==> config.mk <==
export PLATFORM = sky130hd
export DESIGN_NAME = peripheral_mpi_ahb3_initiator
export DESIGN_NICKNAME = d
export VERILOG_FILES = /design/src/rtl/peripheral_mpi_ahb3_pkg.sv /design/src/rtl/peripheral_mpi_ahb3_initiator.sv
export SDC_FILE = /design/constraint.sdc
export NUM_CORES = 1
export LEC_CHECK = 0
export BUFFER_PORTS_ARGS = -buffer_cell sky130_fd_sc_hd__buf_2
export CAP_MARGIN = 20
export CORE_ASPECT_RATIO = 0.5
export CORE_UTILIZATION = 49
export CTS_CLUSTER_DIAMETER = 120
export DETAILED_ROUTE_END_ITERATION = 8
export PLACE_DENSITY_LB_ADDON = 0.2
export SLEW_MARGIN = 15
export SYNTH_ARGS = -nofsm -noshare
export SYNTH_HDL_FRONTEND = slang
export SYNTH_SLANG_ARGS = --single-unit
==> constraint.sdc <==
create_clock -name clk -period 3.7 [get_ports clk]
set_clock_uncertainty 0.1 [all_clocks]
set_input_delay 0.74 -clock clk [delete_from_list [all_inputs] [get_ports clk]]
set_output_delay 0.74 -clock clk [all_outputs]
set_load 0.01 [all_outputs]
==> src/rtl/peripheral_mpi_ahb3_pkg.sv <==
// +----------------------------------------------------------------------------+
// | peripheral_mpi_ahb3_pkg : shared AHB3-Lite encodings and initiator state   |
// | Revision: 1.0                                                              |
// +----------------------------------------------------------------------------+
`default_nettype none

package peripheral_mpi_ahb3_pkg;

  localparam logic [1:0] HTRANS_IDLE   = 2'b00;
  localparam logic [1:0] HTRANS_BUSY   = 2'b01;
  localparam logic [1:0] HTRANS_NONSEQ = 2'b10;
  localparam logic [1:0] HTRANS_SEQ    = 2'b11;

  localparam logic [2:0] HBURST_SINGLE = 3'b000;

  localparam logic [2:0] HSIZE_BYTE = 3'b000;
  localparam logic [2:0] HSIZE_HALF = 3'b001;
  localparam logic [2:0] HSIZE_WORD = 3'b010;

  localparam logic [3:0] HPROT_DATA_PRIV = 4'b0011;

  localparam logic HRESP_OKAY  = 1'b0;
  localparam logic HRESP_ERROR = 1'b1;

  typedef enum logic [1:0] {
    ST_IDLE = 2'd0,
    ST_ADDR = 2'd1,
    ST_DATA = 2'd2,
    ST_RESP = 2'd3
  } ahb3_init_state_e;

  // HSIZE encodes the transfer width as log2 of the byte count.
  function automatic logic [2:0] hsize_for(input int xlen);
    return 3'($clog2(xlen / 8));
  endfunction

endpackage

`default_nettype wire

==> src/rtl/peripheral_mpi_ahb3_initiator.sv <==
// +----------------------------------------------------------------------------+
// | peripheral_mpi_ahb3_initiator : generic-bus to AHB3-Lite single-transfer   |
// | master. Optional wait-state watchdog: MPI_AHB3_INITIATOR_TIMEOUT_EN.       |
// | Revision: 1.0                                                              |
// +----------------------------------------------------------------------------+
`default_nettype none

module peripheral_mpi_ahb3_initiator
  import peripheral_mpi_ahb3_pkg::*;
#(
  parameter int PLEN    = 32,
  parameter int XLEN    = 32,
  parameter int TIMEOUT = 256
) (
  input  logic            clk,
  input  logic            rst,

  input  logic [PLEN-1:0] bus_addr,
  input  logic            bus_we,
  input  logic            bus_en,
  input  logic [XLEN-1:0] bus_data_in,
  output logic [XLEN-1:0] bus_data_out,
  output logic            bus_ack,
  output logic            bus_err,

  output logic            ahb3_hsel_o,
  output logic [PLEN-1:0] ahb3_haddr_o,
  output logic [XLEN-1:0] ahb3_hwdata_o,
  output logic            ahb3_hwrite_o,
  output logic [2:0]      ahb3_hsize_o,
  output logic [2:0]      ahb3_hburst_o,
  output logic [3:0]      ahb3_hprot_o,
  output logic [1:0]      ahb3_htrans_o,
  output logic            ahb3_hmastlock_o,
  input  logic [XLEN-1:0] ahb3_hrdata_i,
  input  logic            ahb3_hready_i,
  input  logic            ahb3_hresp_i
);

  localparam logic [2:0] C_HSIZE = hsize_for(XLEN);

  ahb3_init_state_e state_q;
  logic [PLEN-1:0]  addr_q;
  logic             we_q;
  logic [XLEN-1:0]  wdata_q;
  logic [XLEN-1:0]  rdata_q;
  logic [1:0]       htrans_q;
  logic             hsel_q;
  logic             lock_q;
  logic             ack_q;
  logic             err_q;
  logic             w_expire;

`ifdef MPI_AHB3_INITIATOR_TIMEOUT_EN
  localparam int CNT_W = $clog2(TIMEOUT + 1);

  logic [CNT_W-1:0] cnt_q;

  assign w_expire = (cnt_q == CNT_W'(TIMEOUT - 1));

  // Counts every stalled cycle of one transfer, address and data phase together.
  always_ff @(posedge clk) begin
    if (!rst) begin
      cnt_q <= '0;
    end else if (state_q == ST_IDLE) begin
      cnt_q <= '0;
    end else if ((state_q == ST_ADDR || state_q == ST_DATA) && !ahb3_hready_i) begin
      cnt_q <= w_expire ? '0 : cnt_q + 1'b1;
    end
  end
`else
  logic unused_timeout;

  assign unused_timeout = (TIMEOUT != 0);
  assign w_expire       = 1'b0;
`endif

  always_ff @(posedge clk) begin
    if (!rst) begin
      state_q  <= ST_IDLE;
      addr_q   <= '0;
      we_q     <= 1'b0;
      wdata_q  <= '0;
      rdata_q  <= '0;
      htrans_q <= HTRANS_IDLE;
      hsel_q   <= 1'b0;
      lock_q   <= 1'b0;
      ack_q    <= 1'b0;
      err_q    <= 1'b0;
    end else begin
      ack_q <= 1'b0;
      err_q <= 1'b0;
      case (state_q)
        ST_IDLE: begin
          if (bus_en) begin
            addr_q   <= bus_addr;
            we_q     <= bus_we;
            wdata_q  <= bus_data_in;
            htrans_q <= HTRANS_NONSEQ;
            hsel_q   <= 1'b1;
            lock_q   <= 1'b1;
            state_q  <= ST_ADDR;
          end
        end
        ST_ADDR: begin
          if (ahb3_hready_i) begin
            htrans_q <= HTRANS_IDLE;
            hsel_q   <= 1'b0;
            lock_q   <= 1'b0;
            state_q  <= ST_DATA;
          end else if (w_expire) begin
            htrans_q <= HTRANS_IDLE;
            hsel_q   <= 1'b0;
            lock_q   <= 1'b0;
            err_q    <= 1'b1;
            state_q  <= ST_RESP;
          end
        end
        ST_DATA: begin
          if (ahb3_hready_i) begin
            if (ahb3_hresp_i == HRESP_OKAY) begin
              ack_q <= 1'b1;
              if (!we_q) begin
                rdata_q <= ahb3_hrdata_i;
              end
            end else begin
              err_q <= 1'b1;
            end
            state_q <= ST_RESP;
          end else if (w_expire) begin
            err_q   <= 1'b1;
            state_q <= ST_RESP;
          end
        end
        ST_RESP: begin
          state_q <= ST_IDLE;
        end
        default: begin
          state_q <= ST_IDLE;
        end
      endcase
    end
  end

  assign bus_data_out     = rdata_q;
  assign bus_ack          = ack_q;
  assign bus_err          = err_q;

  assign ahb3_hsel_o      = hsel_q;
  assign ahb3_haddr_o     = addr_q;
  assign ahb3_hwdata_o    = wdata_q;
  assign ahb3_hwrite_o    = we_q;
  assign ahb3_htrans_o    = htrans_q;
  assign ahb3_hmastlock_o = lock_q;
  assign ahb3_hsize_o     = C_HSIZE;
  assign ahb3_hburst_o    = HBURST_SINGLE;
  assign ahb3_hprot_o     = HPROT_DATA_PRIV;

endmodule

`default_nettype wire
==> flow_summary_export.csv, run 1 <==
group,metric,value,unit
clock_tree,clock_latency,0.34,ns
setup_path,rr_startpoint,"state_q[0]",
clock_tree,cts_setup_buffers,0,
clock_tree,cts_root_buffer,"clkbuf_16",
clock_tree,tritoncts,"built",
cells_and_area,antenna_cells,0,
yosys,seq_area_frac_synth,49.5,%
cells_and_area,final_nets,758,
timing,finalHoldViolCount,0,
yosys,synth_top_area_share,49.5,%
setup_path,cp-endpoint,"ahb3_hwdata_o[19]",
timing,setup_slack,1.68,ns
setup_path,endpoint_kind,"flip-flop",
floorplanning,die_area,8800,sq um
drt,wl,9.15,mm
setup_path,arrival,2.19,ns
yosys,ys_ff_latch,102,
floorplanning,die_x,132,um
global_route,grt_use_total,20.7,%
yosys,avgSynthCellArea,8.79,sq um
yosys,yosysMostFrequentCell,"nand2_1",
timing,tightest_slew,0.703,ns
outcome,status,"completed",
floorplanning,top_level_ports,215,
global_route,grt_max_degree,50,
setup_path,critPathMaxFanout,38,
timing,setup_viol,0,
setup_path,critPathRequiredTime,3.87,ns
yosys,synthTopCellsByArea,"dfxtp_1 (50%), nand2_1 (18%), a21boi_1 (9.1%)",
floorplanning,core,8090,sq um
setup_path,reg2reg_to,"ahb3_hwdata_o[19]",
power_and_ir_drop,p_leak,2.49,nW
placed_design,dp_hpwl,6.35,mm
timing,slew_headroom,53.1,%
setup_path,cp-startpoint,"state_q[0]",
floorplanning,num_rows,23,
power_and_ir_drop,peakVddDrop,0.276,mV
yosys,yosysWarnings,0,
floorplanning,die_h,66.9,um
global_route,grt_remaining_overflow,0,
power_and_ir_drop,cellPowerDensity,574,nW/um^2
drt,initialDrtViolationCount,127,
global_route,grt_pass1_wl,14.2,mm
clock_tree,ctsHoldBuffers,0,
cells_and_area,fin_util,65.5,%
placed_design,io_buffer_count,203,
global_route,antenna_found_initial,0,
clock_tree,clock-sinks,102,
clock_tree,h-tree-depth,3,
drt,drc_errors,0,
clock_tree,cts_resized,0,
clock_tree,cts_buffers,9,
drt,first_pass_iters,6,
timing,fmax,496,MHz
drt,vias_per_cell,4.67,
clock_tree,ctsLongestPathBuffers,2,
drt,wire_per_inst,11.9,um
global_route,grt_pass1_vias,3203,
yosys,synthCells,469,
timing,rsz0062_at_grt,"false",
timing,drv_slew,0,
yosys,synthFlopType,"dfxtp_1",
setup_path,rrSetupSlack,1.68,ns
flow_run,max_cap_viol_count,0,
setup_path,path_class,"reg -> reg",
yosys,synth_edf_count,0,
yosys,syn_area,4120,sq um
timing,whs,0.348,ns
min_path,hold_class,"reg -> reg",
timing,min_period,2.02,ns
cells_and_area,filler_cell_count,740,
yosys,synth-async-reset-ratio,0,%
power_and_ir_drop,power,3.04,mW
yosys,synth_top_cell_by_area,"dfxtp_1",
timing,tns,0,ns
yosys,synth.top_cells.by_count,"nand2_1 (199), dfxtp_1 (102), a21boi_1 (50)",
timing,fin_crit_sh,54.5,%
yosys,synth.distinct_cells,25,
floorplanning,start_util,51.0,%
setup_path,critPathLaunchType,"flip-flop",
cells_and_area,syn_to_final_growth,28.5,%
cells_and_area,layout-drive-gt1-share,38.7,%
placed_design,pre_cts_ws,1.44,ns
setup_path,rr_worst_depth,6,
drt,vias,3591,
drt,ant_nets,0,
clock_tree,path_clk_slew,0.06,ns
placed_design,gp_congestion,0.743,
[critical path, stage by stage (launching register included)]
cell and delay (ns):
dfxtp_1 0.33, inv_1 0.08, ha_1 0.24, and2_2 0.64, buf_4 0.35, nand2_1 0.08, a21boi_1 0.12
[placed cells by master (no fill, tap or decap), types with 5 or more instances in the layout]
| cell | n |
|---|---|
| buf_2 | 203 |
| nand2_1 | 198 |
| dfxtp_1 | 102 |
| a21boi_1 | 50 |
| a21boi_2 | 30 |
| a21boi_0 | 17 |
| conb_1 | 11 |
| clkbuf_16 | 9 |
| buf_4 | 7 |
| inv_1 | 5 |
[kinds of logic (layout without fill, tap and decap cells)]
| family | Yosys count | count (layout) | synth area share [%] |
|---|---|---|---|
| flip-flops | 102 | 102 | 49.5 |
| buffers and inverters | 51 | 230 | 8.29 |
| other | 2 | 11 | 0.182 |
| adder cells (fa/ha/maj) | 3 | 3 | 0.911 |
| multiplexers | 1 | 1 | 0.243 |
| AND/OR/NAND/NOR | 209 | 209 | 19.6 |
| AO/OA/AOI/OAI | 101 | 101 | 21.2 |
[metal layers]
layer | track usage, % | routed length (um) | vias to the layer above
met5 | 0 | 0 | -
met4 | 8.58 | 156 | 0
met3 | 7.84 | 526 | 15
met2 | 37.1 | 4490 | 113
met1 | 22.4 | 3980 | 1623
li1 | - | - | 1840
[flip-flops by register name, summed over array words and instances (netlist names)]
register and cells:
ahb3_hwrite_o 1, state_q 2, ahb3_htrans_o 1, bus_data_out 32, bus_ack 1, ahb3_hwdata_o 32, bus_err 1, ahb3_haddr_o 32
[worst min-delay path by stage]
stage,from,to,cells after the start
3_3_place_gp,ahb3_haddr_o[28],ahb3_haddr_o[28],2
4_1_cts,ahb3_hwdata_o[9],ahb3_hwdata_o[9],2
2_1_floorplan,state_q[1],state_q[1],2
5_1_grt,ahb3_haddr_o[30],ahb3_haddr_o[30],2
3_5_place_dp,ahb3_haddr_o[19],ahb3_haddr_o[19],2
6_report,ahb3_haddr_o[19],ahb3_haddr_o[19],2
[through the flow]
| stage | area, sq um | instances |
|---|---|---|
| floorplan | 4160 | 478 |
| global placement | 5040 | 754 |
| detailed placement | 5040 | 754 |
| CTS | 5300 | 769 |
| global route | 5300 | 769 |
| finish | 5300 | 769 |
[power breakdown]
group	internal [mW]	switching (mW)	total (mW)
Clock	0.451	0.376	0.827
Combinational	0.338	0.520	0.859
Sequential	1.27	0.0822	1.35
Total	2.06	0.979	3.04
[final cells by class]
class / count / area (sq um) / area share, %
Clock buffer: 13 / 240 / 4.54
Clock inverter: 2 / 10.0 / 0.189
Inverter: 5 / 18.8 / 0.354
Multi-Input combinational cell: 325 / 1780 / 33.5
Sequential cell: 102 / 2040 / 38.6
Tap cell: 112 / 140 / 2.65
Timing Repair Buffer: 210 / 1070 / 20.2
(Power assumes the default switching activity.)
==> run 2: changes to the inputs <==
Settings changed: ABC_AREA from default to 1, CORE_UTILIZATION 49 to 44.
Clock period 3.7 ns to 2.05 ns, I/O delays scaled along.
==> flow_summary_export.csv, run 2 <==
group,metric,value,unit
floorplanning,die_area,8900,sq um
setup_path,critPathMaxFanout,32,
timing,whs,0.182,ns
clock_tree,clock-sinks,102,
global_route,antenna_found_initial,0,
yosys,yosysWarnings,0,
power_and_ir_drop,p_leak,2.54,nW
timing,fin_crit_sh,81.9,%
placed_design,pre_cts_ws,0.368,ns
power_and_ir_drop,intPower,4.29,mW
clock_tree,cts_resized,0,
setup_path,path_class,"reg -> reg",
timing,setup_viol,0,
yosys,synthTopCellsByArea,"dfxtp_1 (55%), nor2_1 (20%), o21ai_0 (12%)",
yosys,synth_edf_count,0,
global_route,grt_pass1_vias,3009,
power_and_ir_drop,p_sw_share,32.2,%
cells_and_area,syn_to_final_growth,35.1,%
timing,min_period,1.68,ns
min_path,hold_class,"in -> reg",
clock_tree,cts_root_buffer,"clkbuf_16",
drt,wire_per_inst,11.6,um
drt,initialDrtViolationCount,149,
setup_path,arrival,1.80,ns
drt,vias_per_cell,4.52,
yosys,synthFlopType,"dfxtp_1",
clock_tree,clock_latency,0.33,ns
global_route,grtUsageMet3,5.71,%
global_route,grt_remaining_overflow,0,
placed_design,post-place-cells,763,
yosys,synth_top_area_share,54.5,%
cells_and_area,antenna_cells,0,
clock_tree,cts_buffers,9,
yosys,yosysMostFrequentCell,"nor2_1",
cells_and_area,final_area,5060,sq um
timing,rsz0062_at_grt,"false",
yosys,synth.top_cells.by_count,"nor2_1 (199), dfxtp_1 (102), o21ai_0 (88)",
setup_path,critPathRequiredTime,2.18,ns
timing,tns,0,ns
power_and_ir_drop,comb_power_share,29.9,%
clock_tree,h-tree-depth,3,
drt,wl,9.02,mm
global_route,use_met1,22.4,%
power_and_ir_drop,seqPwrFrac,41.0,%
cells_and_area,final_nets,767,
power_and_ir_drop,cellPowerDensity,1250,nW/um^2
cells_and_area,fin_util,62.3,%
floorplanning,num_rows,23,
timing,finalHoldViolCount,0,
setup_path,endpoint_kind,"flip-flop",
yosys,synth-async-reset-ratio,0,%
timing,setup_slack,0.372,ns
yosys,avgSynthCellArea,7.86,sq um
cells_and_area,final_common_cell,"buf_2",
yosys,seq_area_frac_synth,54.5,%
power_and_ir_drop,power,6.33,mW
floorplanning,top_level_ports,215,
flow_run,max_cap_viol_count,0,
clock_tree,ctsHoldBuffers,0,
yosys,synth.distinct_cells,20,
outcome,status,"completed",
clock_tree,tritoncts,"built",
placed_design,io_buffer_count,203,
cells_and_area,final_cells,779,
yosys,ys_ff_latch,102,
global_route,grt_use_total,19.7,%
drt,drc_errors,0,
drt,ant_nets,0,
clock_tree,path_clk_slew,0.07,ns
cells_and_area,layout-drive-gt1-share,34.9,%
cells_and_area,final_cell_mix,"buf_2 (203), nor2_1 (199), dfxtp_1 (102)",
floorplanning,start_util,46.1,%
placed_design,dp_hpwl,6.42,mm
floorplanning,die_x,132,um
floorplanning,core,8120,sq um
power_and_ir_drop,peakVddDrop,0.832,mV
yosys,synth_top_cell_by_area,"dfxtp_1",
drt,first_pass_iters,4,
power_and_ir_drop,pwr-share-clk,29.1,%
global_route,grt_max_degree,48,
setup_path,critPathLaunchType,"flip-flop",
timing,drv_slew,0,
clock_tree,cts_setup_buffers,0,
yosys,synthCells,476,
power_and_ir_drop,switching_power,2.04,mW
global_route,use_met2,37.1,%
yosys,syn_area,3740,sq um
global_route,grt_pass1_wl,13.9,mm
timing,fmax,596,MHz
placed_design,gp_congestion,0.872,
placed_design,dpl_cell_area,4720,sq um
global_route,top_usage_layer,"met2",
clock_tree,ctsLongestPathBuffers,2,
drt,vias,3520,
floorplanning,die_h,67.2,um
-- run 2: changes by cell type after synthesis, moves of 8 or more --
cell      change
a21boi_1     -50
clkbuf_2      +8
o21ai_1       +9
a21boi_0     -17
nor2_1      +195
nand2_1     -190
o21ai_0      +87
buf_2         -9
a21boi_2     -30
-- run 2: power groups by stage --
stage               Combinational, mW  Clock, mW  Sequential, mW
global route                     2.15       1.96            2.66
detailed placement               1.91          0            2.65
finish                           1.89       1.84            2.60
global placement                 1.89          0            2.63
CTS                              1.91       1.90            2.61
floorplan                        1.09          0            2.85
-- run 2: layout make-up --
| class | count | area [sq um] |
|---|---|---|
| clock buffer | 11 | 253 |
| tap | 112 | 140 |
| clock inverter | 5 | 81.3 |
| timing repair buffer | 210 | 1110 |
| inverter | 11 | 42.5 |
| multi-input combinational | 328 | 1390 |
| sequential | 102 | 2040 |
| fill | 804 | 3060 |
-- run 2: final timing paths --
check	from	endpoint	slack [ns]	depth (start not counted)
hold / removal	ahb3_hresp_i	bus_ack	0.18	2
setup / recovery	state_q[0]	bus_data_out[8]	0.37	8
setup reg to reg	state_q[0]	bus_data_out[8]	0.37	8
hold reg to reg	ahb3_haddr_o[4]	ahb3_haddr_o[4]	0.38	2
-- run 2: metal layers --
metal | vias up | wire length [um]
met5 | - | 0
met4 | 0 | 87
met3 | 9 | 473
met2 | 105 | 4420
met1 | 1553 | 4040
li1 | 1853 | -
-- run 2: logic make-up (layout without fill, tap and decap cells) --
logic type / Yosys count / count (layout) / share of synthesized area, %
adders and majority gates: 3 / 3 / 1.00
DFF: 102 / 102 / 54.5
and+or+nand+nor: 215 / 215 / 21.9
AOI/OAI and AO/OA: 99 / 99 / 13.2
buffers and inverters: 55 / 237 / 9.12
other: 2 / 11 / 0.201
-- run 2: worst max-delay path, cell delays in order, from the launching register on --
cell and delay (ns):
dfxtp_1 0.34, inv_1 0.08, ha_1 0.24, inv_2 0.08, nor2_2 0.04, nand2_2 0.08, clkinv_2 0.34, nor2_1 0.21
nor2_1 0.07
